<file path="config.mk">
export PLATFORM = sky130hd
export DESIGN_NAME = pattern_scheduler
export DESIGN_NICKNAME = d
export VERILOG_FILES = /design/src/rtl/pattern_scheduler.sv
export SDC_FILE = /design/constraint.sdc
export NUM_CORES = 1
export LEC_CHECK = 0
export BUFFER_PORTS_ARGS = -buffer_cell sky130_fd_sc_hd__buf_4
export CAP_MARGIN = 20
export CORE_ASPECT_RATIO = 0.9
export CORE_MARGIN = 4
export CORE_UTILIZATION = 57
export DETAILED_ROUTE_END_ITERATION = 12
export PLACE_DENSITY_LB_ADDON = 0.2
export SETUP_SLACK_MARGIN = 0.1
export SLEW_MARGIN = 20
export SYNTH_ARGS = -nofsm -noshare
export SYNTH_HDL_FRONTEND = slang
export SYNTH_SLANG_ARGS = --single-unit
</file>
<file path="constraint.sdc">
create_clock -name clk -period 2.8 [get_ports clk]
set_clock_uncertainty 0.1 [all_clocks]
set_input_delay 0 -clock clk [delete_from_list [all_inputs] [get_ports clk]]
set_output_delay 0 -clock clk [all_outputs]
set_load 0.01 [all_outputs]
</file>
<file path="src/rtl/pattern_scheduler.sv">
// pattern_scheduler: frame-synchronous pattern sequencer with blanking between switches.
// Define PATTERN_SCHED_PREV_EN to add the btn_prev reverse-step button.
module pattern_scheduler #(
    parameter int unsigned NUM_PATTERNS       = 3,
    parameter int unsigned FRAMES_PER_PATTERN = 300,
    parameter int unsigned BLANK_FRAMES       = 2
) (
    input  logic       clk,
    input  logic       rst_n,
    input  logic       vsync,
    input  logic       paused,
    input  logic       auto_en,
    input  logic       btn_next,
`ifdef PATTERN_SCHED_PREV_EN
    input  logic       btn_prev,
`endif
    output logic [1:0] pattern_select,
    output logic [3:0] next_frame,
    output logic [3:0] pattern_rst,
    output logic       blank,
    output logic [8:0] frame_count
);
    localparam logic [1:0] SEL_LAST  = 2'(NUM_PATTERNS - 1);
    localparam logic [8:0] FC_LAST   = 9'(FRAMES_PER_PATTERN - 1);
    localparam logic [2:0] BL_LAST   = 3'(BLANK_FRAMES - 1);
    localparam bit         HAS_BLANK = (BLANK_FRAMES != 0);

    typedef enum logic {
        ST_SHOW,
        ST_BLANK
    } state_e;

    state_e     state_q;
    logic [1:0] sel_q;
    logic [1:0] sel_d;
    logic [8:0] fc_q;
    logic [2:0] blank_cnt_q;
    logic       blank_q;
    logic [3:0] next_frame_q;
    logic [3:0] pattern_rst_q;
    logic       vsync_q;
    logic [2:0] nsync_q;
    logic       next_pend_q;

    logic tick;
    logic run;
    logic timeout;
    logic next_edge;
    logic next_req;
    logic go_fwd;
    logic go_back;

`ifdef PATTERN_SCHED_PREV_EN
    logic [2:0] psync_q;
    logic       prev_pend_q;
    logic       prev_edge;
    logic       prev_req;
`endif

    always_comb begin
        tick      = vsync & ~vsync_q;
        run       = auto_en & ~paused;
        timeout   = run & (fc_q == FC_LAST);
        // [1] is the synchronised level, [2] its previous value
        next_edge = nsync_q[1] & ~nsync_q[2];
        next_req  = next_pend_q | next_edge;
`ifdef PATTERN_SCHED_PREV_EN
        prev_edge = psync_q[1] & ~psync_q[2];
        prev_req  = prev_pend_q | prev_edge;
        go_back   = prev_req & ~next_req;
        go_fwd    = ~go_back & (timeout | (next_req & ~prev_req));
`else
        go_back   = 1'b0;
        go_fwd    = timeout | next_req;
`endif
        sel_d = sel_q;
        if (go_back) begin
            sel_d = (sel_q == 2'd0) ? SEL_LAST : sel_q - 2'd1;
        end else if (go_fwd) begin
            sel_d = (sel_q == SEL_LAST) ? 2'd0 : sel_q + 2'd1;
        end
    end

    always_ff @(posedge clk or negedge rst_n) begin
        if (!rst_n) begin
            state_q       <= ST_SHOW;
            sel_q         <= 2'd0;
            fc_q          <= 9'd0;
            blank_cnt_q   <= 3'd0;
            blank_q       <= 1'b0;
            next_frame_q  <= 4'd0;
            pattern_rst_q <= 4'd0;
            vsync_q       <= 1'b1;
            nsync_q       <= 3'd0;
            next_pend_q   <= 1'b0;
`ifdef PATTERN_SCHED_PREV_EN
            psync_q       <= 3'd0;
            prev_pend_q   <= 1'b0;
`endif
        end else begin
            vsync_q       <= vsync;
            nsync_q       <= {nsync_q[1:0], btn_next};
`ifdef PATTERN_SCHED_PREV_EN
            psync_q       <= {psync_q[1:0], btn_prev};
`endif
            next_frame_q  <= 4'd0;
            pattern_rst_q <= 4'd0;
            unique case (state_q)
                ST_SHOW: begin
                    if (tick) begin
                        next_pend_q <= 1'b0;
`ifdef PATTERN_SCHED_PREV_EN
                        prev_pend_q <= 1'b0;
`endif
                        if (go_fwd | go_back) begin
                            sel_q         <= sel_d;
                            fc_q          <= 9'd0;
                            pattern_rst_q <= 4'b0001 << sel_d;
                            if (HAS_BLANK) begin
                                state_q     <= ST_BLANK;
                                blank_q     <= 1'b1;
                                blank_cnt_q <= 3'd0;
                            end
                        end else begin
                            if (run) begin
                                fc_q <= fc_q + 9'd1;
                            end
                            if (!paused) begin
                                next_frame_q <= 4'b0001 << sel_q;
                            end
                        end
                    end else begin
                        if (next_edge) begin
                            next_pend_q <= 1'b1;
                        end
`ifdef PATTERN_SCHED_PREV_EN
                        if (prev_edge) begin
                            prev_pend_q <= 1'b1;
                        end
`endif
                    end
                end
                ST_BLANK: begin
                    // button edges seen here are intentionally dropped
                    if (tick) begin
                        if (blank_cnt_q == BL_LAST) begin
                            state_q <= ST_SHOW;
                            blank_q <= 1'b0;
                        end else begin
                            blank_cnt_q <= blank_cnt_q + 3'd1;
                        end
                    end
                end
                default: state_q <= ST_SHOW;
            endcase
        end
    end

    assign pattern_select = sel_q;
    assign next_frame     = next_frame_q;
    assign pattern_rst    = pattern_rst_q;
    assign blank          = blank_q;
    assign frame_count    = fc_q;

endmodule

</file>
==> run metrics <==
status finished, final reports clean; final hold slack 26.1 ps; post-synth top area share 54.4%; Post-DP Area 1500 um2; gr usage total 20.9%; Worst Setup End Kind flip-flop; Worst-path clk slew about 90 ps; DR iter-0 viols 32; port bufs 25; main flop type after synthesis dfrtp_1; synthesized net count between 100 and 150; Pins Over Slew Limit 0; Tmin final 2100 ps; DIE AREA 3080 um2; RSZ-0062 raised after global routing no; postcts setup bufs 0; via count 981; setup TNS 0 ps; ys async rst share 100%; die width approximately 58 um; row cnt 16; design area 1610 um2; Synth Area in Simple Gates 20.9%; GPL Wtd Cong 0.814; largest buffer count on any clock path 2; Ys Warns 0; initial antenna violation count 0; drt wl/cell 15.2 um; largest family of logic cells by synthesized area simple AND/OR/NAND/NOR gates; final antenna-violating net count 0; dpl hpwl 1860 um; vias in the first global route 990; final setup fails 0; H-Tree Depth 2; Detailed Route WL 2700 um; cell-by-cell trace of the critical path ha_1, and4b_1, and3_1, o21a_1, mux2_2; worst reg2reg path endpoint pattern_select[0]; Mapped Area 1290 um2; crit path from frame_count[0]; Worst setup SP type flip-flop; fillers 165; GR Overflow Total 0; Adder-Cell Fraction of Synth Area 2.92%; Pre-antenna DRT Iters 4; Seq cells post-synth 29; complex-gate fraction of the synthesized area 14.2%; Power Density around 730 nW/um2; Starting Density roughly three fifths; Synth cell types 37; Post-Synthesis Cells around 110; crit-path max FO 14; Fin. Hold Viols 0; vias per inst 5.51; worst skew pair latency 320 ps; Area Growth Syn to Fin 25.0%; Area contributors post-synth dfrtp_1 54%, ha_1 2.9%, a21oi_1 2.7%; Die Ht 53.1 um; CP max-delay cell dfrtp_1; HP Class primary input to async pin; reg2reg path depth 5; clock sink total 29; io pins 26; worst endpoint required time 2910 ps; n_diodes 0; share of cells above drive strength 1 30.5%; slowest stage delay, CP 440 ps; max frequency 475 MHz; max cap viols 0; worst vdd ir 0.580 mV; period utilization 75.2%; XOR/XNOR Fraction of Synth Area less than 1%; mux cell area share after synthesis 2.53%; slack of the worst reg-to-reg path slightly below 700 ps; mean area per synthesized cell 11.4 um2; root buf cell clkbuf_4; CTS tree yes; end of the critical path pattern_select[0]; Residual DRC 0; Critical R2R Launch frame_count[0]; post-synth top area cell dfrtp_1; core area 2160 um2; Worst Tran Pin Value 871 ps; EDFF count, synth 0; Final #Nets 159; largest net degree at the start of global routing 30; slew margin rel. 41.0%; crit path DAT 2210 ps; TritonCTS Buffers 5; sequential area share after synthesis 56.5%; global-route wire length before repair 4570 um; Leakage 0.754 nW; crit path kind flip-flop to flip-flop
==> cell type report <==
| type | count | area, um2 | area share, % |
|---|---|---|---|
| Multi-Input combinational cell | 79 | 534 | 33.2 |
| Inverter | 4 | 15.0 | 0.933 |
| Sequential cell | 29 | 727 | 45.2 |
| Clock inverter | 2 | 10.0 | 0.622 |
| Clock buffer | 6 | 41.3 | 2.57 |
| Tap cell | 27 | 33.8 | 2.10 |
| Timing Repair Buffer | 31 | 248 | 15.4 |
==> sequential cells by signal, indices dropped and copies added, names as in the netlist <==
register	count
next_frame	4
state_q	1
blank	1
vsync_q	1
pattern_select	2
next_pend_q	1
frame_count	9
pattern_rst	4
blank_cnt_q	3
nsync_q	3
==> Yosys cell counts, drive strengths merged, types with 2 or more instances <==
library cell   n
mux2           2
nor2b          3
o31ai          4
ha             3
and2b          2
a21oi          7
and2           2
and3           3
nand3          5
o21ai          7
dfrtp         28
nand2          7
inv            4
a22o           3
nor3           5
nor2           4
nand2b         2
or4            2
or3            4
==> metrics by stage <==
| step | utilization, % | power [mW] | cells | worst slack (ps) |
|---|---|---|---|---|
| 2_1_floorplan | - | 0.796 | 113 | 1040 |
| 3_3_place_gp | 69.3 | 0.912 | 164 | 773 |
| 3_5_place_dp | 69.3 | 0.935 | 164 | 732 |
| 4_1_cts | 74.4 | 1.18 | 178 | 700 |
| 5_1_grt | 74.4 | 1.26 | 178 | 506 |
| 6_report | 74.4 | 1.18 | 178 | 695 |
==> metal layers <==
metal | GRT usage, % | wire (um) | vias to the layer above
met2 | 32.5 | 1330 | 28
met1 | 24.9 | 1150 | 465
met3 | 7.07 | 183 | 4
met4 | 12.7 | 35 | 0
li1 | - | - | 484
met5 | 0 | 0 | -
==> timing repair <==
item	in CTS	in global routing
resized for setup	0	0
hold buffers	6	0
hold endpoints to repair	36	0
==> cells in the final DEF (no fill, tap or decap), types with 2 or more instances in the layout <==
| cell type | n |
|---|---|
| mux2_2 | 2 |
| dlygate4sd3_1 | 6 |
| clkbuf_4 | 5 |
| nand2_1 | 7 |
| inv_1 | 4 |
| nor2_1 | 4 |
| and2b_2 | 2 |
| clkinv_2 | 2 |
| or4_1 | 2 |
| and2_1 | 2 |
| o21ai_0 | 7 |
| nor2b_1 | 3 |
| nand3_1 | 5 |
| nand2b_1 | 2 |
| o31ai_1 | 3 |
| a21oi_1 | 7 |
| dfrtp_1 | 28 |
| buf_4 | 25 |
| or3_1 | 3 |
| ha_1 | 3 |
| and3_1 | 3 |
| nor3_1 | 5 |
| a22o_2 | 3 |
==> how the worst min path moves through the flow <==
stage,slack [ps],cells after the start,startpoint,to
global placement,-170,1,rst_n,blank_cnt_q[1]
detailed placement,-160,1,rst_n,blank_cnt_q[0]
finish,30,2,rst_n,blank_cnt_q[2]
global route,20,2,rst_n,blank_cnt_q[2]
CTS,40,2,rst_n,pattern_rst[3]
floorplan,-400,0,rst_n,blank
==> worst max-delay path: cells and delay by family (launching register included) <==
family / cells / cell delay [ps]
simple gates: 2 / 430
flops: 1 / 440
mux: 1 / 390
fa+ha+maj: 1 / 220
compound gates: 1 / 420
==> kinds of logic after synthesis <==
kind of cell / after synthesis
compound gates: 27
xor+xnor: 1
fa+ha+maj: 3
buf+inv: 5
flops: 29
mux: 3
other cells: 1
simple gates: 44
==> report_power, final <==
| group | total (mW) | switching, mW | internal [mW] | leakage [nW] |
|---|---|---|---|---|
| registers | 0.607 | 0.108 | 0.499 | 0.372 |
| logic | 0.329 | 0.158 | 0.171 | 0.350 |
| clock network | 0.240 | 0.144 | 0.0955 | 0.0320 |
| total | 1.18 | 0.411 | 0.765 | 0.754 |
(Power assumes the default switching activity.)
